<file path="config.mk">
export PLATFORM = sky130hd
export DESIGN_NAME = noc_credit_rx
export DESIGN_NICKNAME = d
export VERILOG_FILES = /design/src/rtl/noc_credit_rx.sv
export SDC_FILE = /design/constraint.sdc
export NUM_CORES = 1
export LEC_CHECK = 0
export BUFFER_PORTS_ARGS = -buffer_cell sky130_fd_sc_hd__buf_2
export CORE_MARGIN = 5
export CORE_UTILIZATION = 23
export CTS_CLUSTER_DIAMETER = 100
export CTS_CLUSTER_SIZE = 40
export DETAILED_ROUTE_END_ITERATION = 10
export PLACE_DENSITY = 0.48
export REMOVE_ABC_BUFFERS = 1
export SYNTH_ARGS = -nofsm -noshare
export SYNTH_HDL_FRONTEND = slang
export SYNTH_SLANG_ARGS = --single-unit
</file>
<file path="constraint.sdc">
create_clock -name clk -period 2.35 [get_ports clk]
set_input_delay 0.235 -clock clk [delete_from_list [all_inputs] [get_ports clk]]
set_output_delay 0.235 -clock clk [all_outputs]
set_load 0.02 [all_outputs]
</file>
<file path="src/rtl/noc_credit_rx.sv">
// noc_credit_rx: receive end of the NoC credit link; DEPTH-entry flit FIFO drained as an AXI-Stream master.
// Latency: noc_valid -> m_tvalid 1 cycle, pop -> noc_credit 1 cycle (registered, no combinational bypass).
// Backpressure: m_tready low holds the head stable; upstream is throttled only by withheld credits.
module noc_credit_rx #(
  parameter int DATA_W = 32,
  parameter int DEPTH  = 4,
  localparam int CNT_W = $clog2(DEPTH) + 1
) (
  input  logic              clk,
  input  logic              rst,
  input  logic              noc_valid,
  input  logic [DATA_W-1:0] noc_data,
  input  logic              noc_last,
  output logic              noc_credit,
  output logic              m_tvalid,
  input  logic              m_tready,
  output logic [DATA_W-1:0] m_tdata,
  output logic              m_tlast,
  output logic [CNT_W-1:0]  occupancy,
  output logic [15:0]       pkt_count,
  output logic              err_overflow
);

  localparam int PTR_W = CNT_W - 1;

  logic [DATA_W:0]  mem [DEPTH];
  logic [PTR_W-1:0] wp;
  logic [PTR_W-1:0] rp;
  logic             full;
  logic             push_ok;
  logic             pop;

  // A flit arriving while full is dropped even if the head pops this cycle:
  // that slot's credit has not reached the sender yet.
  assign full     = (occupancy == CNT_W'(DEPTH));
  assign push_ok  = noc_valid & ~full;
  assign m_tvalid = (occupancy != '0);
  assign pop      = m_tvalid & m_tready;
  assign m_tdata  = mem[rp][DATA_W-1:0];
  assign m_tlast  = mem[rp][DATA_W];

  always_ff @(posedge clk) begin
    if (push_ok) begin
      mem[wp] <= {noc_last, noc_data};
    end
  end

  always_ff @(posedge clk or negedge rst) begin
    if (!rst) begin
      wp           <= '0;
      rp           <= '0;
      occupancy    <= '0;
      noc_credit   <= 1'b0;
      pkt_count    <= '0;
      err_overflow <= 1'b0;
    end else begin
      if (push_ok) begin
        wp <= wp + PTR_W'(1);
      end
      if (pop) begin
        rp <= rp + PTR_W'(1);
      end
      occupancy  <= occupancy + CNT_W'(push_ok) - CNT_W'(pop);
      noc_credit <= pop;
      if (pop & m_tlast) begin
        pkt_count <= pkt_count + 16'd1;
      end
      if (noc_valid & full) begin
        err_overflow <= 1'b1;
      end
    end
  end

endmodule

</file>
==> results of run 1 <==
==> worst paths after layout <==
check / start / endpoint / slack [ns] / depth (start not counted)
setup reg to reg: occupancy[1] / occupancy[2] / 0.26 / 10
setup / recovery: rp[0] / m_tdata[23] / 0.18 / 3
hold reg to reg: err_overflow / err_overflow / 0.47 / 1
max in group asynchronous: rst / rp[1] / 1.56 / 2
min in group asynchronous: rst / pkt_count[2] / 0.35 / 2
hold / removal: noc_data[29] / mem[2][29] / 0.03 / 1
==> final cells by class <==
type | instances | area (um2) | share of cell area (%)
tap | 330 | 412.9 | 5.556
inverter | 9 | 33.78 | 0.4545
clock buffer | 17 | 425.4 | 5.724
sequential | 157 | 4593 | 61.80
clock inverter | 15 | 137.6 | 1.852
multi-input combinational | 100 | 1256 | 16.90
timing repair buffer | 103 | 573.1 | 7.710
==> through the flow <==
stage | hold WS [ns] | worst slack [ns] | TNS (ns) | power (W) | instances
floorplan | -0.06059 | -0.4935 | -8.113 | 0.005880 | 266
global placement | 0.2575 | 0.3082 | 0 | 0.006993 | 698
detailed placement | 0.2701 | 0.1790 | 0 | 0.007064 | 698
CTS | 0.005355 | 0.1157 | 0 | 0.009717 | 731
global route | 0.007326 | 0.05373 | 0 | 0.01006 | 731
finish | 0.03118 | 0.1849 | 0 | 0.009495 | 731
==> Yosys cell counts (all sizes together) <==
| cell | count | area (um2) |
|---|---|---|
| edfxtp | 132 | 3964 |
| mux4 | 33 | 743.2 |
| dfrtp | 25 | 625.6 |
| xnor2 | 12 | 105.1 |
| inv | 9 | 33.78 |
| xor2 | 8 | 70.07 |
| ha | 7 | 87.58 |
| nor2 | 7 | 26.28 |
| and2 | 6 | 40.04 |
| nand2 | 6 | 22.52 |
| buf | 5 | 37.53 |
| clkbuf | 4 | 15.01 |
| nand3 | 4 | 20.02 |
| nand4 | 4 | 25.02 |
| and3 | 2 | 12.51 |
| and4 | 2 | 17.52 |
| nor3 | 2 | 10.01 |
| a21boi | 1 | 7.510 |
| a31o | 1 | 8.760 |
| fa | 1 | 20.02 |
| mux2 | 1 | 15.01 |
| o21ai | 1 | 5.000 |
| o31a | 1 | 8.760 |
| or3 | 1 | 6.260 |
==> power by group through the flow <==
stage / Clock [W] / Sequential [W] / Combinational (W)
floorplan: 0 / 0.00418 / 0.00170
finish: 0.00261 / 0.00386 / 0.00302
global route: 0.00284 / 0.00392 / 0.00329
global placement: 0 / 0.00389 / 0.00311
CTS: 0.00270 / 0.00387 / 0.00314
detailed placement: 0 / 0.00392 / 0.00314
==> kinds of logic after synthesis <==
logic type	Yosys count	share of synthesized area [%]
flops	157	77.43
mux	34	12.79
simple gates	34	3.040
xor+xnor	20	2.955
buf+inv	18	1.456
fa+ha+maj	8	1.815
compound gates	4	0.5067
==> critical path, delay by kind of cell (launching register included) <==
family	cells	cell delay, ns
buf+inv	2	0.53
flops	1	0.38
mux	1	0.59
==> timing repair <==
action / 4_1_cts / 5_1_grt
gates resized for setup: 0 / 1
endpoints found under the setup margin: 0 / 1
hold buffers: 1 / 0
hold endpoints to repair: 25 / 0
==> metal layers <==
layer | track usage (%) | vias to the layer above
li1 | - | 1319
met1 | 11.32 | 1533
met2 | 14.43 | 75
met3 | 2.518 | 12
met4 | 3.438 | 0
met5 | 0 | -
==> flip-flops by register name, summed over array words and instances, names as in the netlist <==
name / cells
occupancy: 3
mem: 132
pkt_count: 16
wp: 2
rp: 2
err_overflow: 1
noc_credit: 1
==> out/results.tsv, run 1 <==
stage	metric	value	unit
drt	via count	2939	
cells_and_area	Fillers	2529	
critical_path	worst-path cell with the longest stage delay	mux4_2	
sta	Setup violations, final	0	
cells_and_area	# diodes	0	
outcome	status	finished, final reports clean	
critical_path	worst stage delay on the critical path	0.59	ns
drt	# DRC	0	
logic_synthesis	FF+latch count, synth	157	
cells_and_area	area grow syn2layout	25.40	%
drt	Highest Signal Layer	met4	
sta	Achievable Freq	0.4619	GHz
floorplan	IO Pins	92	
power	power density over cell area	1277	mW/mm2
critical_path	Crit path arrival time	1.93	ns
power	Logic pwr share	31.8	%
power	NetSw	0.003145	W
placement	dpl hpwl	7726	um
critical_path	Crit Path Class	flop to output port	
sta	period utilization	92.13	%
drt	Via density	4.021	
placement	RePlAce Congestion	0.7193	
logic_synthesis	post-synthesis cell area	0.005927	mm2
placement	dpl cell area	0.006858	mm2
clock_tree	CTS buffer count	17	
power	Clk pwr share	27.5	%
critical_path	worst path required time	2.12	ns
drt	post-route ant nets	0	
sta	Slew headroom	60.18	%
sta	Slew Limit Fails	0	
drt	Initial DRC Count	146	
cells_and_area	layout cell share with drive strength beyond 1	43.39	%
cells_and_area	Final nets	433	
sta	final hold vios	0	
cells_and_area	commonest non-fill, non-tap cell in the layout	edfxtp_1	
clock_tree	H-tree levels	4	
critical_path	Worst Path Max Fanout	17	
power	sw frac	33.13	%
floorplan	die height	170.5	um
drt	DRT Pass-1 Iters	6	
drt	met2 routed WL	6162	um
power	Pint	0.006349	W
drt	final wirelength	12290	um
job	Max Cap Violations	0	
power	Lkg Pwr	2.697	nW
drt	WL per Instance	16.81	um
critical_path	crit start category	flop	
global_routing	global-route wire length before repair	19320	um
sta	Layout Skew	0.01323	ns
cells_and_area	Finished Core Util	29.43	%
logic_synthesis	synth warn	0	
clock_tree	Reg clk slew, reported paths	0.06	ns
logic_synthesis	Netlist cell types	26	
clock_tree	CTS root buf	clkbuf_16	
cells_and_area	most frequent cells in the layout	132 x edfxtp_1, 91 x buf_2, 33 x mux4_2	
drt	met3 wire len	625	um
power	Sequential Power Share	40.7	%
sta	RSZ-0062 raised after global routing	no	
global_routing	total track usage	8.887	%
logic_synthesis	Syn Area/Cell	21.55	um2
power	maximum vdd drop	538.4	uV
sta	min Tclk post-route	2.165	ns
global_routing	largest net degree at the start of global routing	34	
floorplan	die area	0.02908	mm2
clock_tree	Clock Sinks	157	
clock_tree	clk buf depth	2	
clock_tree	Clk Latency, worst-skew pair	0.41	ns
critical_path	critical-path cell list	buf_4, mux4_2, buf_2	
logic_synthesis	post-synthesis cell count	275	
global_routing	initial antenna violation count	0	
sta	Worst Tran Pin Value	0.5973	ns
placement	IO buf count	91	
global_routing	vias in the first global route	3259	
floorplan	Die Wd	170.5	um
logic_synthesis	sequential area share after synthesis	77.43	%
clock_tree	# Post-CTS Setup Buffers	0	
floorplan	initial core utilization	23.47	%
floorplan	Site Rows	58	
global_routing	global route overflow	0	
floorplan	area of the core	0.02525	mm2
clock_tree	CTS tree	yes	
cells_and_area	design area	0.007432	mm2
min_path	Hold WC Path Type	input pin to flop	
drt	M1 wire length	5308	um
critical_path	Worst Setup End Kind	output port	
Note: power is estimated with default switching activity, not from simulation.
==> inputs of run 2 (changes only) <==
- CELL_PAD_IN_SITES_DETAIL_PLACEMENT: default -> 0
- CELL_PAD_IN_SITES_GLOBAL_PLACEMENT: default -> 1
- PLACE_DENSITY: 0.48 -> 0.52
==> out/results.tsv, run 2 (synthesized netlist as in run 1, its figures left out) <==
stage	metric	value	unit
outcome	status	finished, final reports clean	
placement	placed insts	699	
clock_tree	H-tree levels	4	
sta	Layout Skew	0.01104	ns
min_path	Hold Path Stages	1	
cells_and_area	area grow syn2layout	25.94	%
cells_and_area	# diodes	0	
cells_and_area	Final nets	434	
cells_and_area	most flop-heavy register	mem	
clock_tree	# Post-CTS Setup Buffers	0	
placement	post-place setup slack	0.1458	ns
cells_and_area	layout cell share with drive strength beyond 1	44.39	%
drt	# DRC	0	
clock_tree	Clock Sinks	157	
global_routing	total track usage	8.655	%
critical_path	worst path required time	2.12	ns
power	power density over cell area	1285	mW/mm2
floorplan	die area	0.02908	mm2
global_routing	largest net degree at the start of global routing	34	
clock_tree	Clk Latency, worst-skew pair	0.42	ns
drt	met2 routed WL	5861	um
sta	period utilization	93.19	%
sta	Slew headroom	61.13	%
clock_tree	clk buf depth	2	
global_routing	initial antenna violation count	0	
floorplan	die height	170.5	um
sta	Slew Limit Fails	0	
drt	Initial DRC Count	127	
cells_and_area	Fillers	2528	
cells_and_area	most frequent cells in the layout	132 x edfxtp_1, 91 x buf_2, 33 x mux4_2	
drt	Highest Signal Layer	met4	
clock_tree	CTS tree	yes	
drt	final wirelength	12070	um
sta	Worst Tran Pin Value	0.5830	ns
cells_and_area	commonest non-fill, non-tap cell in the layout	edfxtp_1	
drt	met3 wire len	720	um
critical_path	Worst Path Max Fanout	18	
clock_tree	CTS buffer count	17	
critical_path	Worst Setup End Kind	output port	
placement	RePlAce Congestion	0.7149	
floorplan	area of the core	0.02525	mm2
drt	post-route ant nets	0	
floorplan	Die Wd	170.5	um
global_routing	vias in the first global route	3266	
cells_and_area	Final Non-Filler Cells	731	
cells_and_area	max reg flops	132	
cells_and_area	Regs by FF count	mem: 132 flops, pkt_count: 16 flops, occupancy: 3 flops	
placement	dpl hpwl	7672	um
power	Lkg Pwr	2.709	nW
sta	final hold vios	0	
sta	min Tclk post-route	2.190	ns
critical_path	Worst R2R Path Depth	8	
drt	DRT Pass-1 Iters	4	
clock_tree	Reg clk slew, reported paths	0.06	ns
drt	M1 wire length	5361	um
critical_path	crit start category	flop	
sta	RSZ-0062 raised after global routing	no	
drt	via count	2944	
critical_path	Crit Path Class	flop to output port	
clock_tree	CTS root buf	clkbuf_16	
critical_path	Crit path arrival time	1.95	ns
sta	Achievable Freq	0.4566	GHz
sta	Setup violations, final	0	
placement	IO buf count	91	
min_path	Hold WC Path Type	input pin to flop	
job	Max Cap Violations	0	
drt	Via density	4.027	
sta	Final Worst Setup Slack	0.1600	ns
floorplan	IO Pins	92	
global_routing	global-route wire length before repair	18730	um
power	maximum vdd drop	506.6	uV
floorplan	Site Rows	58	
floorplan	initial core utilization	23.47	%
drt	WL per Instance	16.51	um
global_routing	global route overflow	0	
[run 2: final cells by class]
class                      count  area [um2]  share of cell area (%)
clock buffer                  17       425.4                   5.699
multi-input combinational    100        1260                   16.88
inverter                       9       33.78                  0.4526
clock inverter                14       158.9                   2.129
timing repair buffer         104       580.6                   7.777
sequential                   157        4593                   61.53
tap                          330       412.9                   5.531
[run 2: per-layer routing]
metal / vias to the layer above / track usage (%)
li1: 1321 / -
met1: 1542 / 10.91
met2: 75 / 13.77
met3: 6 / 3.235
met4: 0 / 3.021
met5: - / 0
[run 2: power by group]
| group | internal, W | switching (W) |
|---|---|---|
| Sequential | 0.00365 | 0.000215 |
| Combinational | 0.00123 | 0.00178 |
| Clock | 0.00158 | 0.00114 |
[run 2: through the flow]
stage / power, W / TNS [ns] / util, % / hold slack, ns / cell area [um2]
after floorplan: 0.005880 / -8.113 / - / -0.06059 / 5874
after global placement: 0.007012 / 0 / 27.18 / 0.2652 / 6865
after detailed placement: 0.007054 / 0 / 27.18 / 0.2763 / 6865
after CTS: 0.009823 / 0 / 29.54 / 0.005574 / 7460
after global routing: 0.01015 / 0 / 29.56 / 0.01430 / 7465
final: 0.009595 / 0 / 29.56 / 0.03281 / 7465
[run 2: repair_timing]
action / in CTS / in global routing
gates resized for setup: 0 / 2
endpoints found under the hold margin: 25 / 0
hold buffers: 1 / 0
endpoints found under the setup margin: 0 / 1
[run 2: final timing paths]
kind	from	to	slack (ns)
min in group asynchronous	rst	pkt_count[9]	0.35
max in group asynchronous	rst	rp[1]	1.58
setup reg to reg	occupancy[2]	occupancy[2]	0.25
setup / recovery	rp[0]	m_tdata[3]	0.16
hold reg to reg	pkt_count[15]	pkt_count[15]	0.46
hold / removal	noc_data[18]	mem[1][18]	0.03
[run 2: worst max-delay path, stage by stage (launching register included)]
cell,delay (ns)
dfrtp_2,0.38
buf_4,0.37
mux4_2,0.58
buf_2,0.18
